[src/rtl/alu_writeback_stage_pkg.sv]
// Shared widths, opcode encodings and opcode classification helpers for the
// ALU writeback stage and its branch resolver.
package alu_writeback_stage_pkg;

  localparam int DATA_W = 32;
  localparam int REG_W  = 6;
  localparam int OP_W   = 4;

  localparam logic [OP_W-1:0] OP_NOP  = 4'b0000;
  localparam logic [OP_W-1:0] OP_ST   = 4'b0011;
  localparam logic [OP_W-1:0] OP_ADD  = 4'b0100;
  localparam logic [OP_W-1:0] OP_INC  = 4'b0101;
  localparam logic [OP_W-1:0] OP_NEG  = 4'b0110;
  localparam logic [OP_W-1:0] OP_SUB  = 4'b0111;
  localparam logic [OP_W-1:0] OP_J    = 4'b1000;
  localparam logic [OP_W-1:0] OP_BRZ  = 4'b1001;
  localparam logic [OP_W-1:0] OP_JM   = 4'b1010;
  localparam logic [OP_W-1:0] OP_BRN  = 4'b1011;
  localparam logic [OP_W-1:0] OP_LD   = 4'b1110;
  localparam logic [OP_W-1:0] OP_SVPC = 4'b1111;

  // Where a redirect address comes from; HOLD means "not a branch opcode".
  typedef enum logic [1:0] {
    TSEL_HOLD   = 2'd0,
    TSEL_TARGET = 2'd1,
    TSEL_MEM    = 2'd2
  } target_sel_e;

  function automatic logic writes_rf(input logic [OP_W-1:0] op);
    return (op == OP_ADD) || (op == OP_INC) || (op == OP_NEG) ||
           (op == OP_SUB) || (op == OP_LD)  || (op == OP_SVPC);
  endfunction

  function automatic logic sets_flags(input logic [OP_W-1:0] op);
    return (op == OP_ADD) || (op == OP_INC) || (op == OP_NEG) || (op == OP_SUB);
  endfunction

endpackage

[src/rtl/alu_writeback_stage_branch_resolve.sv]
// Combinational branch decision: maps an opcode and the current flag register
// to a taken bit and the source of the redirect address.
module branch_resolve
  import alu_writeback_stage_pkg::*;
(
  input  logic [OP_W-1:0] opcode,
  input  logic            flag_z,
  input  logic            flag_n,
  output logic            taken,
  output target_sel_e     target_sel
);

  always_comb begin
    taken      = 1'b0;
    target_sel = TSEL_HOLD;
    case (opcode)
      OP_J: begin
        taken      = 1'b1;
        target_sel = TSEL_TARGET;
      end
      OP_JM: begin
        taken      = 1'b1;
        target_sel = TSEL_MEM;
      end
      OP_BRZ: begin
        taken      = flag_z;
        target_sel = TSEL_TARGET;
      end
      OP_BRN: begin
        taken      = flag_n;
        target_sel = TSEL_TARGET;
      end
      default: begin
        taken      = 1'b0;
        target_sel = TSEL_HOLD;
      end
    endcase
  end

endmodule

[src/rtl/alu_writeback_stage.sv]
// Writeback stage: registers one EX-stage instruction per cycle, updates the
// architectural flags, resolves branches and counts retired instructions.
module alu_writeback_stage
  import alu_writeback_stage_pkg::*;
#(
  parameter int CNT_W = 32
) (
  input  logic              clk,
  input  logic              rst,
  input  logic              in_valid,
  input  logic [OP_W-1:0]   in_opcode,
  input  logic [REG_W-1:0]  in_rd,
  input  logic [DATA_W-1:0] in_result,
  input  logic              in_z,
  input  logic              in_n,
  input  logic [DATA_W-1:0] in_mem_data,
  input  logic [DATA_W-1:0] in_target,
  input  logic              stall,
  input  logic              flush,
  output logic              wb_valid,
  output logic              wb_we,
  output logic [REG_W-1:0]  wb_rd,
  output logic [DATA_W-1:0] wb_data,
  output logic              flag_z,
  output logic              flag_n,
  output logic              br_taken,
  output logic [DATA_W-1:0] br_target,
  output logic [CNT_W-1:0]  retire_count
);

  // Handshake: an instruction is captured on a rising edge when in_valid=1 and
  // neither stall nor flush is asserted; there is no back-pressure output,
  // stall is the upstream's only hold mechanism and flush wins over stall.
  logic        res_taken;
  target_sel_e res_sel;

  branch_resolve u_branch_resolve (
    .opcode     (in_opcode),
    .flag_z     (flag_z),
    .flag_n     (flag_n),
    .taken      (res_taken),
    .target_sel (res_sel)
  );

  always_ff @(posedge clk) begin
    if (rst) begin
      wb_valid     <= 1'b0;
      wb_we        <= 1'b0;
      wb_rd        <= '0;
      wb_data      <= '0;
      flag_z       <= 1'b0;
      flag_n       <= 1'b0;
      br_taken     <= 1'b0;
      br_target    <= '0;
      retire_count <= '0;
    end else if (flush || (!stall && !in_valid)) begin
      // Bubble: destination, data and redirect address keep their last values.
      wb_valid <= 1'b0;
      wb_we    <= 1'b0;
      br_taken <= 1'b0;
    end else if (stall) begin
      br_taken <= 1'b0;
    end else begin
      wb_valid     <= 1'b1;
      wb_we        <= writes_rf(in_opcode);
      wb_rd        <= in_rd;
      wb_data      <= (in_opcode == OP_LD) ? in_mem_data : in_result;
      br_taken     <= res_taken;
      retire_count <= retire_count + 1'b1;
      if (sets_flags(in_opcode)) begin
        flag_z <= in_z;
        flag_n <= in_n;
      end
      if (res_sel == TSEL_TARGET) begin
        br_target <= in_target;
      end else if (res_sel == TSEL_MEM) begin
        br_target <= in_mem_data;
      end
    end
  end

endmodule
[config.mk]
export PLATFORM = sky130hd
export DESIGN_NAME = alu_writeback_stage
export DESIGN_NICKNAME = d
export VERILOG_FILES = /design/src/rtl/alu_writeback_stage_pkg.sv /design/src/rtl/alu_writeback_stage_branch_resolve.sv /design/src/rtl/alu_writeback_stage.sv
export SDC_FILE = /design/constraint.sdc
export NUM_CORES = 1
export LEC_CHECK = 0
export ABC_AREA = 1
export BUFFER_PORTS_ARGS = -buffer_cell sky130_fd_sc_hd__buf_2
export CORE_ASPECT_RATIO = 1.4
export CORE_MARGIN = 2
export CORE_UTILIZATION = 40
export DETAILED_ROUTE_END_ITERATION = 16
export PLACE_DENSITY = 0.68
export SYNTH_ARGS = -nofsm -noshare
export SYNTH_HDL_FRONTEND = slang
export SYNTH_SLANG_ARGS = --single-unit
[constraint.sdc]
create_clock -name clk -period 1.6 [get_ports clk]
set_input_delay 0.16 -clock clk [delete_from_list [all_inputs] [get_ports clk]]
set_output_delay 0.16 -clock clk [all_outputs]
set_load 0.005 [all_outputs]
### After elaboration in Yosys (flattened, before gate mapping)

Index checks and enable logic that the tools add are counted.

* input bits: 113
* register bits after elaboration: 107
* word-level logic and storage cells: 46

* add/subtract/negate cells: 1
* reductions and logical operators: 17
* bitwise operators: 2
* multiplexer cells: 5
* equal/unequal tests: 12

Operator list (number)
* $mux 32: 3
* $add 32x1->32 const B: 1
* $eq 4x4->1 const B: 6
* $eq 4x3->1 const B: 4
* $logic_or 1x1->1: 6
* $reduce_and 3->1: 2
* $reduce_or 3->1: 2
* $pmux 2 s2: 1
* $reduce_or 2->1: 2
* $pmux 1 s3: 1
* $eq 2x1->1 const B: 1
* $eq 2x2->1 const B: 1
* $logic_not 1->1: 2
* $not 1->1: 2
* $reduce_and 2->1: 1
* $reduce_bool 2->1: 1
* $logic_and 1x1->1: 1

### Logic depth before layout (Yosys ltp)

Gate-level depths: netlist of run 1.

* depth after elaboration: 6
* mapped depth: 10
* depth with buffers taken out: 10

### Modules after synthesis

Synthesis of run 1 repeated with hierarchy kept, for this count alone.

* cell total of the unflattened synthesis: 743
* area, all modules: 5153.7 um^2

By module, submodules not included
* alu_writeback_stage: times used 1, cells an instance 731, area each 5107.4 um^2, sequential area each 2142.1 um^2
* branch_resolve: times used 1, cells an instance 12, area each 46.3 um^2, sequential area each 0.0 um^2

### Worst setup path after synthesis of run 1

Ideal clock, no wire load.

* path type: input-to-reg
* start: in in_opcode[3]
* end: reg br_target[16]
* stages on the path: 10
* data arrival time: 1369 ps
* setup time: 119 ps
* path slack: 112 ps
* buffers on the path: 2
* data required time: 1481 ps
* cell sequence: inv_1 nor2_1 inv_1 nor2_1 ha_1 clkbuf_2 buf_1 nor2_1 a211oi_1 nor2_1

* cells in the longest elaborated chain, start to end: 6
* elaborated cells on any way between the ends: 11
* classes of those cells: eq/ne: 6; mux: 2; reduce/logical: 3

RTL lines
* start, declared: line alu_writeback_stage.sv:11 `input logic [OP_W-1:0] in_opcode,`
* $eq 4x4->1: line alu_writeback_stage_branch_resolve.sv:16 `case (opcode)`
* $reduce_or 3->1 (no source line)
* $pmux 2 s2 *: line alu_writeback_stage_branch_resolve.sv:16
* $eq 2x1->1 / $eq 2x2->1 (equally long branches): line alu_writeback_stage.sv:74, alu_writeback_stage.sv:76
* $reduce_bool 2->1 (no source line)
* $reduce_and 3->1 (no source line)
* end signal, assigned: line alu_writeback_stage.sv:75 `br_target <= in_target;`
* end signal, assigned: line alu_writeback_stage.sv:77 `br_target <= in_mem_data;`
* end, declared: line alu_writeback_stage.sv:27 `output logic [DATA_W-1:0] br_target,`

Mark *: on every way between the ends. The rest lies on a longest branch, timed or not.
A chain may end at the register's enable or synchronous reset.

### Final worst setup path of run 1

* start: reg retire_count[0]
* end: reg retire_count[14]

* cells in the longest elaborated chain, start to end: 1

RTL lines
* start, declared: line alu_writeback_stage.sv:28 `output logic [CNT_W-1:0] retire_count`
* start signal, assigned: line alu_writeback_stage.sv:69 `retire_count <= retire_count + 1'b1;`
* $add 32x1->32: line alu_writeback_stage.sv:69

Every way passes these cells.

==> metrics.csv, run 1 <==
stage;metric;value;unit
global_routing;antenna violations before repair;1;
timing;final setup violation count;0;
clock_network;CTS max path bufs;2;
detailed_routing;DRT iter0 DRCs;137;
timing;post-route setup TNS;0;ns
setup_path;CP max stage cell;dfxtp_2;
detailed_routing;post-route ant nets;0;
logic_synthesis;main combinational cell family by area after synthesis;simple AND/OR/NAND/NOR gates;
detailed_routing;number of vias per cell;4.93;
floorplan;area of the die;14800;sq um
pwr;Peak VDD IR;0.000643;V
timing;min Tclk post-route;1.43;ns
timing;Fmax;698;MHz
pwr;Gate power share;0.111;
timing;post-route setup slack;0.167;ns
logic_synthesis;Syn Nets;862;
logic_synthesis;XOR/XNOR Fraction of Synth Area;0.00317;
clock_network;post-CTS setup buffer count;0;
clock_network;Num CTS Buffers;9;
global_routing;largest net degree at the start of global routing;49;
global_routing;total grt overflow;0;
clock_network;CTS tree;yes;
cells_and_area;Filler cells;1350;
timing;RSZ-0062 raised after global routing;no;
timing;Clock Skew;0.00980;ns
floorplan;core area;13500;sq um
pwr;Cell Int Power;0.00433;W
cells_and_area;# nets final;1081;
global_routing;aggregate global-route resource usage;0.235;
logic_synthesis;part of the Yosys area used for sequential elements;0.388;
pwr;Tot Pwr;0.00574;W
setup_path;WP data arrival;1.68;ns
setup_path;Reg-to-Reg Start;retire_count[0]$_SDFFE_PP0P_;
setup_path;largest fanout on the critical path;4;
placement;I/O Buffers;219;
clock_network;post_cts resized;0;
timing;Final Cycle Share;0.896;
logic_synthesis;complex-gate fraction of the synthesized area;0.236;
logic_synthesis;Seq cells post-synth;107;
placement;cell total after placement;1137;
cells_and_area;ANT cells;0;
job;max-capacitance violation count;0;
pwr;net load switching power;0.00141;W
timing;Fin. Hold Viols;0;
status;status;complete, no violations;
cells_and_area;footprint of the multi-input gates;2690;sq um
clock_network;H-tree levels;3;
clock_network;clk sinks;107;
setup_path;slowest stage delay, CP;0.35;ns
detailed_routing;WL per Instance;15.0;microns
logic_synthesis;Syn. warnings;0;
cells_and_area;P&R area growth vs syn;30.4;%
pwr;Sw Share;0.246;
setup_path;WS Path Type;register to register;
floorplan;Ports;220;
timing;fin. max-slew vios;0;
cells_and_area;Cell Count, Final, Fillers Out;1153;
placement;placer congestion estimate;0.888;
pwr;Pwr per Cell Area;796;nW/um^2
placement;Place WS;-0.0605;ns
setup_path;Critical Path Start Type;register;
logic_synthesis;mux share of post-synthesis cell area;0;
cells_and_area;Reg area;2140;sq um
logic_synthesis;Post-Synthesis Cells;747;
logic_synthesis;Post-Syn Area;5530;sq um
timing;Tightest Pin Transition;0.360;ns
global_routing;first-pass GRT wire length;26700;microns
pwr;Reg power frac;0.482;
timing;worst relative slew slack;0.760;
logic_synthesis;post-synth cell types;41;
global_routing;vias in the first global route;5508;
floorplan;Initial Util;0.411;
setup_path;Worst Setup SP;retire_count[0]$_SDFFE_PP0P_;
floorplan;Die Y;143;microns
min_path;Hold WC Path Type;input pin to register;
clock_network;clock-pin slew on the worst setup and hold paths;0.07;ns
floorplan;Die Width;103;microns
logic_synthesis;Avg Inst Size Synth;7.40;sq um
setup_path;WP data required;1.84;ns
placement;Detail Placement HPWL;13400;microns
timing;WHS;0.0400;ns
setup_path;setup slack, reg-to-reg;0.17;ns
setup_path;Worst setup EP type;register;
detailed_routing;drt pass-1 iters;4;
clock_network;root buffer cell;clkbuf_16;
logic_synthesis;Synth Area in Simple Gates;0.239;
detailed_routing;routed via count;5683;
clock_network;hold buffer count at CTS;0;
floorplan;Cell Rows;50;
detailed_routing;drt drc;0;
setup_path;CP cell instances;ha_1 -> inv_1 -> nor2_4 -> nand2_2 -> nor2_4 -> nand2_2 -> nor2_1 -> nand2_1 -> nand2_1 -> nor2_1;
pwr;Clk network pwr share;0.407;
pwr;leak pwr;3.56;nW
cells_and_area;share of layout cells above drive strength 1;0.347;
min_path;hold path start;in_z;
clock_network;Clock Latency Late Sink;0.34;ns
detailed_routing;Post-Route WL;17300;microns
logic_synthesis;Synth Area in Adders;0.00453;
layout by cell type, fill, tap and decap left out, types with 3 or more instances in the layout:
master	Yosys	final
a211oi_2	4	4
buf_4	2	22
buf_12	3	7
nor3_1	6	6
nor2_2	7	3
o21bai_1	3	3
a21oi_2	30	30
nand2_1	95	95
nand4_1	14	14
clkbuf_16	0	9
inv_1	111	110
nand3_2	4	4
a211oi_1	28	28
o21ai_0	43	43
dfxtp_1	107	106
buf_2	7	219
inv_2	4	5
o21ai_1	31	31
nand3_1	17	17
nor2_4	9	13
o211ai_1	33	33
nor2_1	116	116
a21oi_1	23	23
nand2_2	7	7
worst max-delay path: cells and delay by family (launching register included):
family	cells	cell delay [ns]
flops	1	0.35
simple gates	8	0.74
fa+ha+maj	1	0.17
buf+inv	1	0.08
layer usage:
metal / share of wire / track usage / wire length [microns] / up-vias
met1: 0.37 / 0.240 / 6460 / 2582
met3: 0.076 / 0.0705 / 1310 / 27
met5: 0 / 0 / 0 / -
met4: 0.031 / 0.101 / 537 / 0
li1: - / - / - / 2880
met2: 0.52 / 0.430 / 9000 / 194
flip-flops by register name, summed over array words and instances (netlist names):
signal        cells
wb_rd             6
flag_n            1
br_target        32
wb_valid          1
flag_z            1
wb_we             1
br_taken          1
wb_data          32
retire_count     32
through the flow:
| stage | util | area [sq um] |
|---|---|---|
| floorplan | - | 5530 |
| global placement | 0.511 | 6870 |
| detailed placement | 0.511 | 6870 |
| CTS | 0.534 | 7180 |
| global route | 0.536 | 7200 |
| finish | 0.536 | 7200 |
cells in the mapped netlist:
master      n  area, sq um
a211oi_2    4         50.1
buf_4       2         15.0
o211ai_1   33          248
clkbuf_8    1         13.8
o21bai_2    1         11.3
nor3b_2     1         12.5
clkbuf_2    1         5.00
nor2_2      7         43.8
o21ai_0    43          215
nor3b_1     2         15.0
clkbuf_4    3         22.5
inv_1     111          417
a211oi_1   28          210
nand3b_4    1         20.0
a21oi_1    23          115
nand2_1    95          357
nand3_1    17         85.1
ha_1        2         25.0
buf_12      3         60.1
clkbuf_1   13         48.8
nand3_4     1         17.5
nor2_4      9          101
buf_8       1         15.0
dfxtp_1   107         2140
buf_2       7         35.0
a31oi_1     2         12.5
nor3_4      1         16.3
nor3_1      6         30.0
nor4_1      1         6.26
nand3_2     4         40.0
nand2_2     7         43.8
nand4_1    14         87.6
nor3_2      1         10.0
buf_1       4         15.0
a21oi_2    30          263
o21ai_1    31          155
inv_2       4         15.0
xor2_1      2         17.5
nor2_1    116          435
o21bai_1    3         22.5
buf_6       5         56.3
power groups by stage:
stage                     Clock, W  Combinational [W]  Sequential [W]
after global placement           0           0.000635         0.00283
after global routing       0.00249           0.000701         0.00278
after CTS                  0.00240           0.000641         0.00277
after detailed placement         0           0.000640         0.00283
final                      0.00233           0.000635         0.00277
after floorplan                  0           0.000307         0.00283
logic make-up after synthesis:
family / after synthesis
fa+ha+maj: 2
xor+xnor: 2
flops: 107
compound gates: 198
simple gates: 283
buf+inv: 155
area by class of cell:
type                       instances  area share
clock buffer                      12      0.0356
inverter                         115      0.0599
sequential                       107       0.297
timing repair buffer             248       0.195
multi-input combinational        485       0.373
tap                              182      0.0316
clock inverter                     4     0.00764
final timing paths:
check / endpoint / depth (start not counted)
max: retire_count[14]$_SDFFE_PP0P_ / 10
min: flag_z$_SDFFE_PP0P_ / 3
max reg2reg: retire_count[14]$_SDFFE_PP0P_ / 10
min reg2reg: wb_we$_SDFFE_PP0N_ / 2
No activity file was read; power rests on OpenSTA's default activity.
==> run 2, diff against run 1 <==
PLACE_DENSITY = unset   (was 0.68)
PLACE_DENSITY_LB_ADDON = 0.3   (was unset)
==> run 2 against run 1 <==
Net effect: final cell count rose by 0.52%; critical endpoint is now retire_count[21]$_SDFFE_PP0P_; clock skew rose by 0.0036 ns; total power rose by 3.1%; clock-buffer cell count fell by 1; sequential power barely moved; first-iteration DRC count rose by 55%; non-clock buffer count rose by 6; final area rose by 1.3%; global-route usage rose by 0.67 points.
==> metrics.csv, run 2 (synthesis results as in run 1) <==
stage;metric;value;unit;change
setup_path;WP buf/inv;0;;-1
setup_path;WS Path Type;register to register;;
floorplan;Die Y;143;microns;unchanged
pwr;Pwr per Cell Area;811;nW/um^2;+1.9%
setup_path;CP max stage cell;dfxtp_1;;
setup_path;CP cell instances;nand2_1 -> nor2_4 -> nand2_2 -> nor3_1 -> nand4_1 -> nand2_1 -> nor2_1;;
clock_network;Clock Latency Late Sink;0.34;ns;about the same
cells_and_area;footprint of the multi-input gates;2680;sq um;-0.19%
placement;Detail Placement HPWL;13800;microns;+2.6%
pwr;Tot Pwr;0.00592;W;+3.1%
global_routing;largest net degree at the start of global routing;44;;-10%
timing;Fmax;695;MHz;-0.40%
cells_and_area;Reg area;2140;sq um;unchanged
detailed_routing;routed via count;5716;;+0.58%
placement;cell total after placement;1143;;+0.53%
floorplan;Cell Rows;50;;unchanged
cells_and_area;P&R area growth vs syn;32.0;%;
floorplan;Die Width;103;microns;unchanged
min_path;Hold WC Path Type;input pin to register;;
timing;min Tclk post-route;1.44;ns;+0.00569 ns
floorplan;area of the die;14800;sq um;unchanged
pwr;Reg power frac;0.468;;-0.014
setup_path;setup slack, reg-to-reg;0.16;ns;about the same
timing;Tightest Pin Transition;0.373;ns;+0.0128 ns
pwr;Cell Int Power;0.00449;W;+3.7%
setup_path;WP data arrival;1.68;ns;about the same
global_routing;busiest grt layer;met2;;
pwr;Clk network pwr share;0.423;;+0.016
cells_and_area;ANT cells;0;;unchanged
timing;Final Cycle Share;0.899;;+0.00355
status;status;complete, no violations;;
pwr;net load switching power;0.00143;W;+1.4%
timing;final setup violation count;0;;unchanged
clock_network;H-tree levels;3;;unchanged
setup_path;Most common cell on crit path;nand2_1;;
cells_and_area;leading registers by flop count;br_target x32, retire_count x32, wb_data x32;;
detailed_routing;WL per Instance;15.2;microns;+1.3%
setup_path;slowest stage delay, CP;0.40;ns;+0.05 ns
detailed_routing;DRT iter0 DRCs;213;;+55%
min_path;hold path start;in_target[0];;
timing;worst relative slew slack;0.751;;-0.00816
pwr;Sw Share;0.242;;-0.00425
setup_path;Reg-to-Reg Start;retire_count[4]$_SDFFE_PP0P_;;
min_path;Worst Hold Endpoint;br_target[0]$_SDFFE_PP0P_;;
timing;Clock Skew;0.0134;ns;+0.00360 ns
clock_network;clock-pin slew on the worst setup and hold paths;0.08;ns;about the same
pwr;leak pwr;3.60;nW;+1.2%
cells_and_area;most common cell after layout, fill and taps aside;buf_2;;
min_path;hold path cells;3;;unchanged
setup_path;Critical Path Start Type;register;;
clock_network;CTS tree;yes;;
placement;I/O Buffers;219;;unchanged
floorplan;Initial Util;0.411;;unchanged
global_routing;aggregate global-route resource usage;0.241;;+0.00671
floorplan;core area;13500;sq um;unchanged
global_routing;met2 global-route usage;0.442;;+0.0119
detailed_routing;number of vias per cell;4.93;;about the same
clock_network;CTS max path bufs;2;;unchanged
timing;RSZ-0062 raised after global routing;yes;;
clock_network;root buffer cell;clkbuf_16;;
timing;WHS;0.0491;ns;+0.00910 ns
placement;placer congestion estimate;0.879;;-1.0%
pwr;Peak VDD IR;0.000552;V;-14%
clock_network;Num CTS Buffers;9;;unchanged
cells_and_area;share of layout cells above drive strength 1;0.352;;+0.00503
cells_and_area;Cell Count, Final, Fillers Out;1159;;+0.52%
global_routing;total grt overflow;0;;unchanged
floorplan;Ports;220;;unchanged
detailed_routing;drt drc;0;;unchanged
global_routing;grt met3 use;0.0715;;+0.000979
global_routing;vias in the first global route;5464;;-0.80%
job;max-capacitance violation count;0;;unchanged
detailed_routing;post-route ant nets;0;;unchanged
clock_network;clk sinks;107;;unchanged
detailed_routing;Post-Route WL;17600;microns;+1.9%
setup_path;WP data required;1.84;ns;about the same
global_routing;met1 usage;0.254;;+0.0149
cells_and_area;Filler cells;1340;;-0.74%
timing;Fin. Hold Viols;0;;unchanged
cells_and_area;# nets final;1087;;+0.56%
global_routing;first-pass GRT wire length;27600;microns;+3.3%
global_routing;antenna violations before repair;1;;unchanged
detailed_routing;drt pass-1 iters;4;;unchanged
cells_and_area;most frequent cells in the layout;219 x buf_2, 116 x nor2_1, 110 x inv_1;;
setup_path;CP delay by family, top;simple AND/OR/NAND/NOR gates;;
pwr;Gate power share;0.109;;-0.002
setup_path;Worst path depth;7;;-3
setup_path;Worst setup EP type;register;;
setup_path;r2r endpoint;retire_count[21]$_SDFFE_PP0P_;;
setup_path;R2R depth;7;;-3
setup_path;largest fanout on the critical path;5;;+1
timing;fin. max-slew vios;0;;unchanged
run 2: changes by cell type in the layout (fill, tap and decap cells not counted):
| cell | delta |
|---|---|
| buf_4 | +4 |
| buf_12 | +2 |
| bufinv_16 | +1 |
| clkbuf_1 | -1 |
| clkinvlp_4 | +1 |
| inv_6 | -1 |
| nor2_2 | +1 |
| nor2_4 | -1 |
run 2: metrics by stage:
| step | worst slack [ns] | setup TNS [ns] | util | cell area (sq um) |
|---|---|---|---|---|
| after CTS | 0.0332 | 0 | 0.541 | 7280 |
| after detailed placement | -0.0926 | -1.88 | 0.516 | 6940 |
| after global placement | -0.0410 | -0.876 | 0.516 | 6940 |
| after global routing | -0.0201 | -0.0201 | 0.542 | 7290 |
| final | 0.161 | 0 | 0.542 | 7290 |
| after floorplan | 0.112 | 0 | - | 5530 |
run 2: power groups by stage:
| stage | Combinational [W] | Clock [W] | Sequential, W |
|---|---|---|---|
| floorplan | 0.000307 | 0 | 0.00283 |
| global placement | 0.000648 | 0 | 0.00283 |
| detailed placement | 0.000653 | 0 | 0.00283 |
| CTS | 0.000654 | 0.00256 | 0.00277 |
| global route | 0.000718 | 0.00265 | 0.00278 |
| finish | 0.000647 | 0.00250 | 0.00277 |
run 2: cell type report:
cell class / count / share of cell area
multi-input cells: 485 / 0.368
flip-flops and latches: 107 / 0.294
repair buffers: 254 / 0.202
inverters: 115 / 0.0592
clock buffers: 11 / 0.0346
well taps: 182 / 0.0312
clock inverters: 5 / 0.0115
run 2: per-layer routing:
layer	vias up	part of all wire
met3	34	0.070
met1	2591	0.37
met4	2	0.029
met5	-	0.00074
li1	2887	-
met2	202	0.53
run 2: worst register-to-register path, cell delays in order (launching register included):
cell	delay, ns
dfxtp_1	0.40
nand2_1	0.15
nor2_4	0.20
nand2_2	0.10
nor3_1	0.25
nand4_1	0.13
nand2_1	0.08
nor2_1	0.03
run 2: worst max-delay path by stage:
stage	startpoint	endpoint	slack, ns
3_5_place_dp	in_opcode[3]	br_target[12]$_SDFFE_PP0P_	-0.09
3_3_place_gp	in_opcode[3]	br_target[16]$_SDFFE_PP0P_	-0.04
5_1_grt	retire_count[0]$_SDFFE_PP0P_	retire_count[14]$_SDFFE_PP0P_	-0.02
6_report	retire_count[4]$_SDFFE_PP0P_	retire_count[21]$_SDFFE_PP0P_	0.16
2_1_floorplan	in_opcode[3]	br_target[16]$_SDFFE_PP0P_	0.11
4_1_cts	retire_count[0]$_SDFFE_PP0P_	retire_count[14]$_SDFFE_PP0P_	0.03
run 2: timing repair:
item                       CTS  global route
gates resized for setup      0             4
buffers inserted             0             0
hold buffers                 0             0
setup endpoints to repair    0            12
==> run 3, diff against run 2 <==
clock period = 1.5 ns   (was 1.6 ns; I/O delays follow)
==> run 3 against run 2 <==
Net effect: total power down 0.12%; routed wire length grew 0.20%; via count increased by 1.5%; sequential cell count did not move; non-clock buffer count rose by 20; combinational power increased by 7.4%; maximum frequency fell by 3.5%; final cell count is 1.8% higher; global-route usage hardly changed; clock-buffer cell count decreased by 1; clock skew shrank 0.0046 ns.
==> metrics.csv, run 3 (synthesis results as in run 1) <==
stage;metric;value;unit;change
setup_path;CP cell instances;buf_4 -> nand2_2 -> nor2_4 -> nand2_2 -> nor3_1 -> nand4_1 -> nand2_1 -> nor2_1;;
placement;Detail Placement HPWL;13900;microns;+1.0%
clock_network;clock-pin slew on the worst setup and hold paths;0.08;ns;about the same
timing;post-route setup TNS;0;ns;unchanged
global_routing;largest net degree at the start of global routing;34;;-23%
detailed_routing;Post-Route M1 WL;6570;microns;-0.59%
global_routing;vias in the first global route;5596;;+2.4%
cells_and_area;most frequent cells in the layout;219 x buf_2, 114 x nor2_1, 109 x inv_1;;
detailed_routing;Top Metal Used;met4;;
pwr;Pwr per Cell Area;796;nW/um^2;-1.9%
pwr;Peak VDD IR;0.000519;V;-5.9%
floorplan;Die Width;103;microns;unchanged
setup_path;r2r endpoint;retire_count[21]$_SDFFE_PP0P_;;
clock_network;root buffer cell;clkbuf_16;;
setup_path;WP data required;1.73;ns;-0.11 ns
timing;Fmax;671;MHz;-3.5%
setup_path;setup slack, reg-to-reg;0.009;ns;-0.15 ns
floorplan;Die Y;143;microns;unchanged
clock_network;Clock Latency Late Sink;0.34;ns;about the same
status;status;complete, no violations;;
timing;worst relative slew slack;0.743;;-0.00790
clock_network;H-tree levels;3;;unchanged
floorplan;core area;13500;sq um;unchanged
setup_path;CP delay by family, top;simple AND/OR/NAND/NOR gates;;
timing;Clock Skew;0.00882;ns;-0.00458 ns
global_routing;total grt overflow;0;;unchanged
timing;Final Cycle Share;0.994;;+0.0948
detailed_routing;DRT iter0 DRCs;180;;-15%
setup_path;CP max stage cell;dfxtp_2;;
detailed_routing;drt drc;0;;unchanged
floorplan;Ports;220;;unchanged
clock_network;CTS max path bufs;2;;unchanged
setup_path;Worst path depth;8;;+1
setup_path;Critical Path Start Type;register;;
detailed_routing;routed via count;5802;;+1.5%
job;max-capacitance violation count;0;;unchanged
timing;min Tclk post-route;1.49;ns;+0.0523 ns
detailed_routing;Post-Route WL;17700;microns;+0.20%
setup_path;Worst Setup SP;retire_count[1]$_SDFFE_PP0P_;;
setup_path;end point of the critical path;retire_count[21]$_SDFFE_PP0P_;;
timing;RSZ-0062 raised after global routing;yes;;
setup_path;Most common cell on crit path;nand2_2;;
detailed_routing;number of vias per cell;4.92;;-0.30%
detailed_routing;met2 routed WL;8870;microns;-4.4%
pwr;leak pwr;3.68;nW;+2.3%
floorplan;Initial Util;0.411;;unchanged
setup_path;slowest stage delay, CP;0.36;ns;-0.04 ns
cells_and_area;share of layout cells above drive strength 1;0.373;;+0.0210
detailed_routing;post-route ant nets;0;;unchanged
global_routing;first-pass GRT wire length;27600;microns;-0.17%
timing;final setup violation count;0;;unchanged
cells_and_area;# nets final;1107;;+1.8%
detailed_routing;drt pass-1 iters;4;;unchanged
setup_path;WP data arrival;1.72;ns;+0.04 ns
floorplan;Cell Rows;50;;unchanged
cells_and_area;leading registers by flop count;br_target x32, retire_count x32, wb_data x32;;
timing;Fin. Hold Viols;0;;unchanged
setup_path;Worst setup EP type;register;;
placement;I/O Buffers;219;;unchanged
global_routing;antenna violations before repair;1;;unchanged
setup_path;WS Path Type;register to register;;
clock_network;Num CTS Buffers;9;;unchanged
clock_network;CTS tree;yes;;
global_routing;aggregate global-route resource usage;0.241;;about the same
setup_path;Reg-to-Reg Start;retire_count[1]$_SDFFE_PP0P_;;
min_path;Hold WC Path Type;input pin to register;;
detailed_routing;met3 wire length;1250;microns;+1.2%
timing;Tightest Pin Transition;0.382;ns;+0.00892 ns
placement;placer congestion estimate;0.890;;+1.2%
timing;fin. max-slew vios;0;;unchanged
pwr;Tot Pwr;0.00591;W;-0.12%
clock_network;clk sinks;107;;unchanged
cells_and_area;most common cell after layout, fill and taps aside;buf_2;;
setup_path;WP buf/inv;1;;+1
setup_path;largest fanout on the critical path;6;;+1
detailed_routing;WL per Instance;15.0;microns;-1.6%
floorplan;area of the die;14800;sq um;unchanged
cells_and_area;final core utilization;0.552;;+0.00958
cells_and_area;P&R area growth vs syn;34.3;%;
setup_path;R2R depth;8;;+1
[run 3: final cells by class]
cell class	count	area (sq um)
clock inverter	6	47.5
sequential	107	2150
tap	182	228
multi-input combinational	485	2720
inverter	115	432
clock buffer	10	229
timing repair buffer	274	1620
antenna	1	2.50
fill	1331	6030
[run 3: what timing repair did]
action                     CTS  global route
pin swaps                    1             7
hold buffers                 0             0
setup endpoints to repair    8            18
gates resized for setup      2            13
buffers inserted             0             4
[run 3: worst min path at each step]
stage	from	to	cells past startpoint
final	in_target[5]	br_target[5]$_SDFFE_PP0P_	3
after global routing	in_rd[0]	wb_rd[0]$_SDFFE_PP0P_	3
after CTS	in_target[5]	br_target[5]$_SDFFE_PP0P_	3
after detailed placement	in_target[5]	br_target[5]$_SDFFE_PP0P_	3
after global placement	in_target[6]	br_target[6]$_SDFFE_PP0P_	3
after floorplan	rst	br_taken$_SDFF_PP0_	1
[run 3: worst register-to-register path, cell delays in order (launching register included)]
cell and delay [ns]:
dfxtp_2 0.36, buf_4 0.12, nand2_2 0.06, nor2_4 0.17, nand2_2 0.11, nor3_1 0.32, nand4_1 0.13, nand2_1 0.08
nor2_1 0.04
[run 3: stage by stage]
stage / instance area (sq um) / setup WS, ns / instances / hold WS [ns]
floorplan: 5530 / 0.0224 / 747 / 0.228
global placement: 7060 / -0.136 / 1159 / 0.382
detailed placement: 7060 / -0.190 / 1159 / 0.390
CTS: 7350 / 0.0135 / 1175 / 0.0207
global route: 7420 / -0.0375 / 1180 / 0.0385
finish: 7420 / 0.00883 / 1180 / 0.0343
[run 3: routing by layer]
layer | vias up | global-route usage
li1 | 2951 | -
met1 | 2585 | 0.252
met3 | 55 | 0.0695
met5 | - | 0
met4 | 0 | 0.136
met2 | 211 | 0.421
[run 3: report_power, final]
| group | switching [W] | internal, W |
|---|---|---|
| Sequential | 0.0000381 | 0.00291 |
| Combinational | 0.000382 | 0.000313 |
| Clock | 0.00112 | 0.00114 |
